$ cat src/rtl/sel_dff_pipe.sv
// sel_dff_pipe: WIDTH-bit, DEPTH-stage delay/invert line with per-stage valid bits and a fill count.
// Define SEL_DFF_PIPE_PARITY_EN to carry a parity bit per stage and drive q_par_err.
module sel_dff_pipe #(
    parameter int WIDTH = 8,
    parameter int DEPTH = 3,
    localparam int CNT_W = $clog2(DEPTH + 1)
) (
    input  logic             clk,
    input  logic             rst,
    input  logic             en,
    input  logic             flush,
    input  logic [WIDTH-1:0] d,
    input  logic             sel,
    input  logic             in_valid,
    output logic [WIDTH-1:0] q,
    output logic             q_valid,
    output logic [CNT_W-1:0] fill,
    output logic             q_par_err
);

    // in_valid qualifies d/sel only on edges where en=1 and flush=0; there is no
    // backpressure, so a beat offered while en=0 or flush=1 is simply dropped.
    logic [WIDTH-1:0] r_data [DEPTH];
    logic [DEPTH-1:0] r_valid;
    logic [CNT_W-1:0] r_fill;

    logic [WIDTH-1:0] w_stage0;
    logic [CNT_W-1:0] w_fill_in;
    logic [CNT_W-1:0] w_fill_out;

    assign w_stage0   = sel ? ~d : d;
    assign w_fill_in  = CNT_W'(in_valid);
    assign w_fill_out = CNT_W'(r_valid[DEPTH-1]);

    // Flush clears only the valid bits; stage data keeps whatever it held.
    always_ff @(posedge clk) begin
        if (rst) begin
            for (int i = 0; i < DEPTH; i++) begin
                r_data[i] <= '0;
            end
            r_valid <= '0;
            r_fill  <= '0;
        end else if (flush) begin
            r_valid <= '0;
            r_fill  <= '0;
        end else if (en) begin
            r_data[0]  <= w_stage0;
            r_valid[0] <= in_valid;
            for (int i = 1; i < DEPTH; i++) begin
                r_data[i]  <= r_data[i-1];
                r_valid[i] <= r_valid[i-1];
            end
            r_fill <= r_fill + w_fill_in - w_fill_out;
        end
    end

    assign q       = r_data[DEPTH-1];
    assign q_valid = r_valid[DEPTH-1];
    assign fill    = r_fill;

`ifdef SEL_DFF_PIPE_PARITY_EN
    logic [DEPTH-1:0] r_par;

    always_ff @(posedge clk) begin
        if (rst) begin
            r_par <= '0;
        end else if (!flush && en) begin
            r_par[0] <= ^w_stage0;
            for (int i = 1; i < DEPTH; i++) begin
                r_par[i] <= r_par[i-1];
            end
        end
    end

    assign q_par_err = r_valid[DEPTH-1] & ((^r_data[DEPTH-1]) != r_par[DEPTH-1]);
`else
    assign q_par_err = 1'b0;
`endif

endmodule

$ cat config.mk
export PLATFORM = sky130hd
export DESIGN_NAME = sel_dff_pipe
export DESIGN_NICKNAME = d
export VERILOG_FILES = /design/src/rtl/sel_dff_pipe.sv
export SDC_FILE = /design/constraint.sdc
export NUM_CORES = 1
export LEC_CHECK = 0
export CORE_MARGIN = 2
export CORE_UTILIZATION = 50
export DETAILED_ROUTE_END_ITERATION = 10
export GPL_TIMING_DRIVEN = 0
export PLACE_DENSITY = 0.78
export SLEW_MARGIN = 10
export SYNTH_ARGS = -nofsm -noshare
export SYNTH_HDL_FRONTEND = slang
export SYNTH_SLANG_ARGS = --single-unit
$ cat constraint.sdc
create_clock -name clk -period 2.1 [get_ports clk]
set_input_delay 0.21 -clock clk [delete_from_list [all_inputs] [get_ports clk]]
set_output_delay 0.21 -clock clk [all_outputs]
set_load 0.05 [all_outputs]
==> summary.md, run 1 <==
| Metric | Value |
|---|---|
| Status | `completed` |
| Post-synthesis compound-gate area fraction | `0.0142` |
| Seq cells post-synth | `29` |
| Syn Std Cell Area | `~1300 µm²` |
| Vias in the first global route | `~770` |
| Adder-cell area share of the yosys netlist | `0.0190` |
| CTS max path bufs | `2` |
| Post-synth EDFFs | `24` |
| IO Pins | `26` |
| CTS root buf | `clkbuf_4` |
| Final critical-path required period | `1.83 ns` |
| Layout area overhead | `22.2%` |
| Lkg Pwr | `0.628 nW` |
| Top Layer Used | `met4` |
| Num CTS Buffers | `5` |
| Initial Util | `0.532` |
| Syn Nets | `~110` |
| Post-synthesis sequential area ratio | `0.622` |
| Setup CP Type | `in2reg` |
| TritonCTS clock tree | `built` |
| Die Width | `55.4 µm` |
| Dominant cell type by area after synthesis | `edfxtp_1` |
| Max-slew headroom | `0.369` |
| Post-CTS Setup Inserts | `0` |
| DP Cell Count | `about 150` |
| Critical Path AT | `1.77 ns` |
| Rows | `18` |
| Worst-Margin Slew | `0.946 ns` |
| Die ar. | `3060 µm²` |
| Tot GR Track Use | `0.136` |
| CP max FO | `24` |
| Die Height | `55.4 µm` |
| Post-Layout Cell Count | `between 150 and 200` |
| Fillers | `204` |
| First-pass DRT Iterations | `4` |
| # H-tree levels | `2` |
| WL met3 | `around 100 µm` |
| Clock Latency Late Sink | `0.32 ns` |
| Share of layout cells above drive strength 1 | `0.232` |
| Crit end category | `flop` |
| Clk_skew | `0.00960 ns` |
| Largest cells by area after synthesis | `edfxtp_1 (55%), and2_1 (7.6%), dfxtp_1 (7.6%)` |
| Clk sink count | `29` |
| Drt initial violations | `14` |
| Sw power | `0.267 mW` |
| Tcrit/Tclk final | `0.870` |
| Grt total ovfl | `0` |
| Post-synthesis mux area share | `0.0304` |
| Max Clk Rate | `547 MHz` |
| Area of placed instances | `1570 µm²` |
| ANT nets after route | `0` |
| Final non-filler cell area | `roughly 1600 µm²` |
| Routed metal-1 wirelength | `672 µm` |
| IO buf count | `21` |
| Post-layout util | `0.651` |
| Post-synth ARST share | `0` |
| Switch share | `0.239` |
| Startpoint types | `input port` |
| Met2 Wirelength | `943 µm` |
| Overall Power | `1.12 mW` |
| DR WL/cell | `about 11 µm` |
| Top cells by count, synth | `edfxtp_1 (24), and2_1 (16), buf_4 (10), xnor2_1 (8), nor2_2 (7)` |
| Setup violations, final | `0` |
| Post-synthesis xor/xnor area fraction | `0.0598` |
| Most frequent cell after synthesis | `edfxtp_1` |
| Pwr Density | `693 nW/µm²` |
| Routed WL | `approximately 1.8 mm` |
| Maximum VDD drop | `0.521 mV` |
| Unrepaired setup endpoints after global routing | `false` |
| DRC viols | `0` |
| Syn Area/Cell | `13.6 µm²` |
| Cts repair resizes | `0` |
| Synth Area in Simple Gates | `0.166` |
| Core Area | `2480 µm²` |
| Placer congestion estimate | `0.666` |
| Vias | `720` |
| Final Hold Fails | `0` |
| Yosys warning count | `0` |
| Power share of the combinational group | `0.145` |
| Reg power frac | `0.595` |
| Hold Path Class | `in2reg` |
| Hpwl dp | `1.31 mm` |
| Final nets | `141` |
| Largest net degree at the start of global routing | `25` |
| Cells after synthesis | `a little under 100` |
| Yosys cell types | `21` |
| Slew Viols, Final | `0` |
| Worst EP required | `2.04 ns` |
| Clk pwr share | `0.259` |
| First-pass GRT wire length | `between 3 and 4 mm` |
| # diodes | `0` |
| Internal Power | `0.850 mW` |
| Max-Cap Viols | `0` |
| Largest family of logic cells by synthesized area | `simple AND/OR/NAND/NOR gates` |
| Clk slew on worst S/H paths | `0.08 ns` |
| CTS Hold Bufs | `0` |
| Primary FF master, synth | `edfxtp_1` |
| Yosys top cell area share | `0.546` |
| Antenna violations before repair | `0` |
| Via/cell ratio | `4.65` |
==> path summary, 6_finish.rpt <==
kind	startpoint	to	slack, ns	cells after the start
max reg2reg	fill[0]	fill[1]	0.45	7
max	flush	r_data[0][0]	0.27	3
min reg2reg	r_data[0][6]	r_data[0][14]	0.52	1
min	en	fill[1]	0.22	2
==> cells in the final DEF (no fill, tap or decap) <==
| master | n |
|---|---|
| ha_1 | 2 |
| and2_1 | 16 |
| dfxtp_1 | 5 |
| clkbuf_2 | 2 |
| nor2_2 | 7 |
| buf_4 | 10 |
| conb_1 | 1 |
| clkdlybuf4s50_1 | 21 |
| or2_1 | 1 |
| buf_6 | 1 |
| nor3_1 | 5 |
| clkbuf_1 | 1 |
| clkbuf_4 | 5 |
| buf_2 | 1 |
| a31o_1 | 1 |
| nand2b_4 | 1 |
| or2b_1 | 1 |
| nor2_4 | 2 |
| clkinv_1 | 1 |
| edfxtp_1 | 24 |
| inv_1 | 3 |
| mux2i_1 | 4 |
| xnor2_1 | 8 |
| a2111oi_1 | 1 |
| xor2_1 | 1 |
==> power by group through the flow <==
stage               clock (mW)  combinational (mW)  sequential (mW)
floorplan                    0               0.111            0.679
global placement             0               0.159            0.676
detailed placement           0               0.164            0.679
CTS                      0.300               0.164            0.666
global route             0.327               0.174            0.668
finish                   0.290               0.162            0.665
==> sequential cells by signal, indices dropped and copies added, names as in the netlist <==
signal   flops
fill         2
r_data      24
r_valid      3
==> per-layer routing <==
| metal | vias up | track usage |
|---|---|---|
| met3 | 6 | 0.0562 |
| met2 | 24 | 0.247 |
| li1 | 370 | - |
| met4 | 0 | 0.0836 |
| met5 | - | 0 |
| met1 | 320 | 0.124 |
==> cell families after synthesis <==
logic type               after synthesis
other                                  1
XOR/XNOR                               9
buffers and inverters                 17
AO/OA/AOI/OAI                          2
flip-flops                            29
adder cells (fa/ha/maj)                2
multiplexers                           4
AND/OR/NAND/NOR                       33
==> area by class of cell <==
class                   instances  area [µm²]  share of cell area
clock buffers                   6        41.3              0.0256
clock inverters                 1        3.75             0.00233
plain buffers                  14         101              0.0629
multi-input cells              51         385               0.239
flip-flops and latches         29         821               0.509
repair buffers                 21         210               0.130
well taps                      30        37.5              0.0233
inverters                       3        11.3             0.00699
==> critical path, cell delays in order <==
cell             delay (ns)
clkdlybuf4s50_1        0.54
nand2b_4               0.22
or2b_1                 0.78
==> stage by stage <==
| stage | hold slack [ns] | TNS [ns] | worst slack [ns] |
|---|---|---|---|
| after floorplan | 0.289 | 0 | 0.207 |
| after global placement | 0.499 | 0 | 0.0351 |
| after detailed placement | 0.509 | -1.92 | -0.0804 |
| after CTS | 0.211 | 0 | 0.260 |
| after global routing | 0.224 | 0 | 0.191 |
| final | 0.219 | 0 | 0.273 |
No activity file was read; power rests on OpenSTA's default activity.
==> run 2, diff against run 1 <==
SKIP_LAST_GASP = 1   (was default)
clock period = 1.9 ns   (was 2.1 ns; I/O delays follow)
==> results of run 2 <==
The final DEF is identical to that of run 1. Status: completed.
Main changes from that run: setup slack after placement -0.0804 ns -> -0.260 ns; setup slack after layout 0.273 ns -> 0.0927 ns; hold slack 0.219 ns -> 0.199 ns; register-to-register setup slack 0.45 ns -> 0.25 ns; total power 1.12 mW -> 1.23 mW; worst IR drop on VDD 0.521 mV -> 0.575 mV
